File: config.mk
export PLATFORM = sky130hd
export DESIGN_NAME = ic_irq_arbiter
export DESIGN_NICKNAME = d
export VERILOG_FILES = /design/src/rtl/ic_irq_arbiter.sv
export SDC_FILE = /design/constraint.sdc
export NUM_CORES = 1
export LEC_CHECK = 0
export ABC_AREA = 1
export BUFFER_PORTS_ARGS = -buffer_cell sky130_fd_sc_hd__buf_2
export CAP_MARGIN = 20
export CORE_UTILIZATION = 55
export CTS_BUF_LIST = sky130_fd_sc_hd__clkbuf_8
export DETAILED_ROUTE_END_ITERATION = 16
export PLACE_DENSITY = 0.74
export SYNTH_ARGS = -nofsm -noshare
export SYNTH_HDL_FRONTEND = slang
export SYNTH_SLANG_ARGS = --single-unit
File: constraint.sdc
create_clock -name clk -period 24.6 [get_ports clk]
set_clock_uncertainty 0.1 [all_clocks]
set_input_delay 4.92 -clock clk [delete_from_list [all_inputs] [get_ports clk]]
set_output_delay 4.92 -clock clk [all_outputs]
set_load 0.01 [all_outputs]
File: src/rtl/ic_irq_arbiter.sv
// rtl/ic_irq_arbiter.sv - programmable-priority round-robin IRQ arbiter with present/accept/EOI sequencing
// Optional service watchdog enabled by defining IC_WATCHDOG_EN.
module ic_irq_arbiter #(
  parameter int NUM_SRC        = 8,
  parameter int TIMEOUT_CYCLES = 16
) (
  input  logic       clk,
  input  logic       rstn,
  input  logic [7:0] irq_requests,
  input  logic       cfg_we,
  input  logic [2:0] cfg_addr,
  input  logic [2:0] cfg_wdata,
  output logic       irq_valid,
  input  logic       irq_ready,
  output logic [2:0] irq_id,
  output logic [1:0] irq_prio,
  input  logic       eoi,
  output logic       busy,
  output logic       timeout_err
);

  localparam logic [1:0] IDLE    = 2'd0;
  localparam logic [1:0] PRESENT = 2'd1;
  localparam logic [1:0] SERVICE = 2'd2;

  logic [1:0] state;
  logic [7:0] pending;
  logic [7:0] prev_irq;
  logic [7:0] enable;
  logic [1:0] prio [8];
  logic [2:0] rr_ptr;

  logic [7:0] rise;
  logic [7:0] cand;
  logic [7:0] pending_nxt;
  logic       win_found;
  logic [2:0] win_id;
  logic [1:0] win_prio;
  logic [2:0] idx;

  assign rise      = irq_requests & ~prev_irq & enable;
  assign cand      = pending & enable;
  assign irq_valid = (state == PRESENT);
  assign busy      = (state == SERVICE);

  // A new edge in the accept cycle re-sets the bit; disabling a source always clears it.
  always_comb begin
    pending_nxt = pending;
    if (state == PRESENT && irq_ready)
      pending_nxt[irq_id] = 1'b0;
    pending_nxt = pending_nxt | rise;
    if (cfg_we && !cfg_wdata[2])
      pending_nxt[cfg_addr] = 1'b0;
  end

  // Scan from rr_ptr; only a strictly higher priority displaces the first candidate found.
  always_comb begin
    win_found = 1'b0;
    win_id    = rr_ptr;
    win_prio  = 2'd0;
    idx       = rr_ptr;
    for (int k = 0; k < NUM_SRC; k++) begin
      idx = rr_ptr + 3'(k);
      if (cand[idx] && (!win_found || prio[idx] > win_prio)) begin
        win_found = 1'b1;
        win_id    = idx;
        win_prio  = prio[idx];
      end
    end
  end

`ifdef IC_WATCHDOG_EN
  logic [7:0] svc_cnt;
  logic       timeout_q;
  assign timeout_err = timeout_q;
`else
  assign timeout_err = 1'b0;
`endif

  always_ff @(posedge clk or negedge rstn) begin
    if (!rstn) begin
      state    <= IDLE;
      pending  <= 8'h00;
      prev_irq <= 8'h00;
      enable   <= 8'hff;
      rr_ptr   <= 3'd0;
      irq_id   <= 3'd0;
      irq_prio <= 2'd0;
      for (int i = 0; i < 8; i++)
        prio[i] <= 2'd0;
`ifdef IC_WATCHDOG_EN
      svc_cnt   <= 8'd0;
      timeout_q <= 1'b0;
`endif
    end else begin
      prev_irq <= irq_requests;
      pending  <= pending_nxt;
      if (cfg_we) begin
        enable[cfg_addr] <= cfg_wdata[2];
        prio[cfg_addr]   <= cfg_wdata[1:0];
      end
`ifdef IC_WATCHDOG_EN
      timeout_q <= 1'b0;
`endif
      case (state)
        IDLE: begin
          if (win_found) begin
            irq_id   <= win_id;
            irq_prio <= win_prio;
            state    <= PRESENT;
          end
        end
        PRESENT: begin
          if (irq_ready) begin
            rr_ptr <= irq_id + 3'd1;
            state  <= SERVICE;
`ifdef IC_WATCHDOG_EN
            svc_cnt <= 8'd0;
`endif
          end
        end
        SERVICE: begin
          if (eoi) begin
            state <= IDLE;
`ifdef IC_WATCHDOG_EN
          end else if (svc_cnt == 8'(TIMEOUT_CYCLES - 1)) begin
            state     <= IDLE;
            timeout_q <= 1'b1;
          end else begin
            svc_cnt <= svc_cnt + 8'd1;
`endif
          end
        end
        default: state <= IDLE;
      endcase
    end
  end

endmodule

# Word level (Yosys, flattened, before mapping)
# Cells that the tools add are included.
# word_totals
output_inout_bits	8
elab_cells	183
reg_bits	50
# classes
magnitude_cmp	29
n_mux	77
n_bitwise	18
n_reduce_logical	31
n_addsub	8
n_eq_ne	5
# ops
cell	count
$mux 2	28
$bmux 2 s3	8
$and 8x8->8	5
$lt 3x4->1 const B	10
$ge 4x4->1 const B	9
$not 3->4	9
$bmux 1 s3	8
$not 8->8	3
$mux 3	7
$mux 1	18
$bwmux 16	1
$mux 8	2
$gt 2x2->1	7
$add 3x3->3 const B	4
$logic_and 1x1->1	12
$bwmux 8	1
$logic_not 1->1	8
$or 8x8->8	1
$logic_or 1x1->1	7
$add 3x1->3 const B	2
$add 3x2->3 const B	2
$demux 1 s3	2
$demux 2 s3	1
$ge 3x1->1 const B	2
9 further kinds	11

# Longest topological paths before layout
# depth
ltp_word	35
mapped_depth	73

# Worst setup path before layout
# Ideal clock, no wire load.
# synth_timing
path_kind	register to register
from	reg rr_ptr[1]
to	reg irq_id[1]
setup_ps	116
synth_period_minus_slack_ps	8430
arrival_time_ps	8213
path_stages_with_launch	70
n_path_buf	3
t_required_ps	24384
setup_slack_ps	16170
path_cell_list	dfrtp_1 -> buf_4 -> inv_1 -> buf_2 -> ha_1 -> clkbuf_1 -> mux2i_1 -> nand2_1 -> nand2_1 -> inv_1 -> ha_1 -> inv_1 -> nor2_1 -> o21ai_0 -> nand3_1 -> nand2_2 -> nand2_1 -> nand2_1 -> (+34 left out) -> inv_1 -> nor2_1 -> o21ai_0 -> o21ai_2 -> nand2_2 -> nand3_2 -> and2_1 -> ha_1 -> inv_1 -> nor2_1 -> o21ai_0 -> nand2_1 -> nand2_2 -> o21ai_0 -> inv_1 -> nand2_1 -> nand2_1 -> nand2_1
# synth_between
elab_chain_cells	34
# synth_lines
element	line_no	source
from (decl)	31	logic [2:0] rr_ptr;
from (signal assigned)	115	rr_ptr <= irq_id + 3'd1;
$add 3x1->3 / $not 3->4 (equally long branches)	63, 67	
$not 3->4 (implied by the code) / $bmux 2 s3 (equally long branches)	64, 67	
$bmux 2 s3 / $mux 2 (equally long branches)	64, 67	
$mux 2, on equally long branches (2 in series)	64, 67	
$gt 2x2->1	64	if (cand[idx] && (!win_found || prio[idx] > win_prio)) begin
$logic_or 1x1->1	64	
$logic_and 1x1->1	64	
$mux 2 / $mux 1 (equally long branches)	64	
(+17 left out)	--	
$logic_or 1x1->1	64	
$logic_and 1x1->1	64	
$mux 2 / $mux 1 (equally long branches)	64	
$gt 2x2->1 / $logic_not 1->1 (equally long branches)	64	
$logic_or 1x1->1	64	
$logic_and 1x1->1	64	
$mux 1	64	
$reduce_and 2->1 (no source line)	--	
to (signal assigned)	108	irq_id <= win_id;
to (decl)	15	output logic [2:0] irq_id,
# Parallel ways exist; a longest one is shown, timed or not. The select of a mux whose other input is x is not followed.
# A chain may end at the register's enable or synchronous reset.

# Worst setup path after layout
# Same ends and word-level chain as after synthesis.

==> results by group <==
Timing
  – Final setup vio count: 0
  – Measured slew at the worst slew-check pin: between 0.6 and 0.7 ns
  – Worst slew slack as a fraction of its limit: 0.577
  – Final critical delay including setup and external delays: 9.49 ns
  – Final hold vios: 0
  – Unrepaired setup endpoints after global routing: false
  – Highest achievable clock rate: approximately 110 MHz
  – Setup_tns: 0 ns
  – Share of the cycle needed by the critical path after routing: 0.386
  – Max-slew violation count: 0

Yosys
  – Most used standard cell by instance count after synthesis: sky130_fd_sc_hd__nand2_1
  – Post-synthesis instance total: between 500 and 600
  – Share of flip-flops with an asynchronous set or reset: 1.00
  – Post-Synth XOR/XNOR Area: 0.0229
  – Synth top area share: 0.263
  – Number of enable flip-flop cells after synthesis: 0
  – Most common flop cell mapped by yosys: sky130_fd_sc_hd__dfrtp_1
  – Average cell area after synthesis: 6.79 sq um
  – Cell area after technology mapping: ~4000 sq um
  – #FFs+latches synth: 50
  – Commonest cells post-synth: sky130_fd_sc_hd__nand2_1, sky130_fd_sc_hd__inv_1, sky130_fd_sc_hd__o21ai_0
  – Top post-synthesis cells by area: sky130_fd_sc_hd__dfrtp_1, sky130_fd_sc_hd__nand2_1, sky130_fd_sc_hd__inv_1
  – Distinct cells, synth: 38
  – Number of warnings reported in the yosys synthesis log: 0
  – Number of nets produced by synthesis: around 620
  – Post-synthesis cell type with the largest combined area: sky130_fd_sc_hd__dfrtp_1
  – Proportion of synthesized chip area in sequential cells: 0.316
  – Share of synthesized area spent on multiplexers: 0.0125
  – Largest family of logic cells by synthesized area: simple AND/OR/NAND/NOR gates
  – Adder-cell share of the synthesized area: 0.0532
  – Share of synthesized cell area in and, or, nand and nor gates: 0.363
  – Compound-cell area share of the yosys netlist: 0.126

Cells and area
  – N_diodes: 0
  – Fraction of final layout cells with drive strength greater than 1: 0.140
  – Layout-stage area growth over the synthesis result: 6.98%
  – Number of nets in the final layout: between 600 and 700

Detailed routing
  – Vias per cell: 5.32
  – Average detailed-routed wire length per instance: 13.1 um
  – DRC violation count after routing: 0
  – DR iter-0 viols: 265
  – DRT Pass-1 Iters: 5
  – Detailed-route via count: about 3.8k
  – Number of routed nets with antenna violations: 0
  – Final routed wirelength across all metal layers: 9260 um

Clock tree
  – Root buffer cell: sky130_fd_sc_hd__clkbuf_8
  – Count of clock tree sinks: 50
  – Hold-fix buffers, CTS: 0
  – Postcts setup bufs: 0
  – Clock transition at the register clock pins on the worst setup and hold paths after CTS: 0.09 ns
  – Number of levels in the clock H-tree: 2
  – Resize count post-CTS: 0
  – Clock latency on the worst-skew pair: about 0.30 ns
  – TritonCTS clock tree: done
  – Clock buffer depth: 2
  – Inserted Clock Buffers: 5

Setup path
  – Cell mode on critical path: sky130_fd_sc_hd__nand2_1
  – Startpoint class of the critical path: flip-flop
  – Delay of the slowest critical-path stage: 0.69 ns
  – Critical path endpoint category: flip-flop
  – Worst EP required: 24.70 ns
  – Crit Path Category: flip-flop to flip-flop
  – Critical path's slowest cell: sky130_fd_sc_hd__ha_1
  – Endpoint arrival time on the critical path: 9.59 ns
  – Highest net fanout along the worst path: 17

Floorplan
  – Core Footprint: a little under 7000 sq um
  – Die boundary width: between 80 and 90 um
  – Starting Density: 0.578
  – # rows: 30
  – Die footprint: 7610 sq um
  – Die Y: between 80 and 90 um
  – Number of placed I/O pins: 27

Flow run
  – Number of max-cap violations: 0

Global route
  – Aggregate global routing overflow: 0
  – Via count of the first global-routing pass: 3,437
  – Number of antenna violations at the first check in global routing: 0
  – All-Layer GR Usage: 0.267
  – Wire length of the first global-routing pass: 15,800 um
  – Maximum number of pins on one net before global-route repair: between 50 and 60

Place
  – Half-perimeter wire length of the detailed placement result: ~7400 um
  – Routability cong.: ~0.94
  – Number of port buffers: 25

Status
  – Result of the run: completed

Worst hold path
  – Class of the most critical hold timing path: flip-flop to flip-flop
-- worst paths after layout --
check	from	to	slack (ns)	cells after the start
setup / recovery	rr_ptr[1]	irq_id[1]	15.11	68
hold / removal	irq_prio[0]	irq_prio[0]	0.39	2
setup reg to reg	rr_ptr[1]	irq_id[1]	15.11	68
hold reg to reg	irq_prio[0]	irq_prio[0]	0.39	2
max in group asynchronous	rstn	pending[0]	19.35	2
min in group asynchronous	rstn	irq_prio[1]	4.62	2
-- layer usage --
metal,track usage,vias to the layer above,share of wire
li1,-,1915,-
met1,0.365,1728,0.47
met2,0.439,91,0.47
met3,0.0427,17,0.039
met4,0.0760,0,0.017
met5,0,-,0
-- layout make-up --
type | instances | area, sq um
well taps | 96 | 120
repair buffers | 29 | 155
clock buffers | 6 | 82.6
fillers | 681 | 2630
inverters | 81 | 307
clock inverters | 2 | 38.8
multi-input cells | 441 | 2310
flip-flops and latches | 50 | 1260
-- cell families (layout without fill, tap and decap cells) --
| group | Yosys count | in the layout |
|---|---|---|
| buffers and inverters | 97 | 118 |
| adders and majority gates | 17 | 17 |
| muxes | 5 | 5 |
| DFF | 50 | 50 |
| other | 1 | 1 |
| xor gates and xnor gates | 4 | 4 |
| and+or+nand+nor | 323 | 323 |
| AOI/OAI and AO/OA | 91 | 91 |
-- critical path, delay by kind of cell, from the launching register on --
| family | cells | cell delay [ns] |
|---|---|---|
| muxes | 1 | 0.30 |
| and+or+nand+nor | 37 | 3.41 |
| DFF | 1 | 0.33 |
| AOI/OAI and AO/OA | 9 | 1.40 |
| buffers and inverters | 13 | 1.21 |
| adders and majority gates | 8 | 2.64 |
-- layout by cell type, fill, tap and decap left out, drive strengths merged --
| cell | count |
|---|---|
| nand2 | 194 |
| inv | 82 |
| o21ai | 63 |
| nand3 | 60 |
| nor2 | 51 |
| dfrtp | 42 |
| buf | 29 |
| ha | 17 |
| a21oi | 12 |
| dfstp | 8 |
| and2 | 6 |
| clkbuf | 6 |
| nand4 | 6 |
| mux2i | 5 |
| o31ai | 5 |
| o21a | 4 |
| a22oi | 4 |
| nand3b | 4 |
| a31oi | 3 |
| xor2 | 2 |
| xnor2 | 2 |
| or2 | 2 |
| conb | 1 |
| bufinv | 1 |
-- registers in the layout, indices dropped and copies added (netlist names) --
register / count
irq_id: 3
prev_irq: 8
state: 2
prio: 16
rr_ptr: 3
pending: 8
enable: 8
irq_prio: 2
-- through the flow --
stage               std cells  cell area [sq um]  hold WS [ns]   util  setup WS (ns)
floorplan                 588               4000         0.363      -          16.17
global placement          697               4150         0.360  0.601          15.57
detailed placement        697               4150         0.367  0.601          15.18
CTS                       705               4270         0.392  0.619          15.17
global route              705               4270         0.421  0.619          13.96
finish                    705               4270         0.389  0.619          15.11
Power is not shown: default switching activity piles up to over one toggle a cycle in this logic, so the estimate is an artifact.
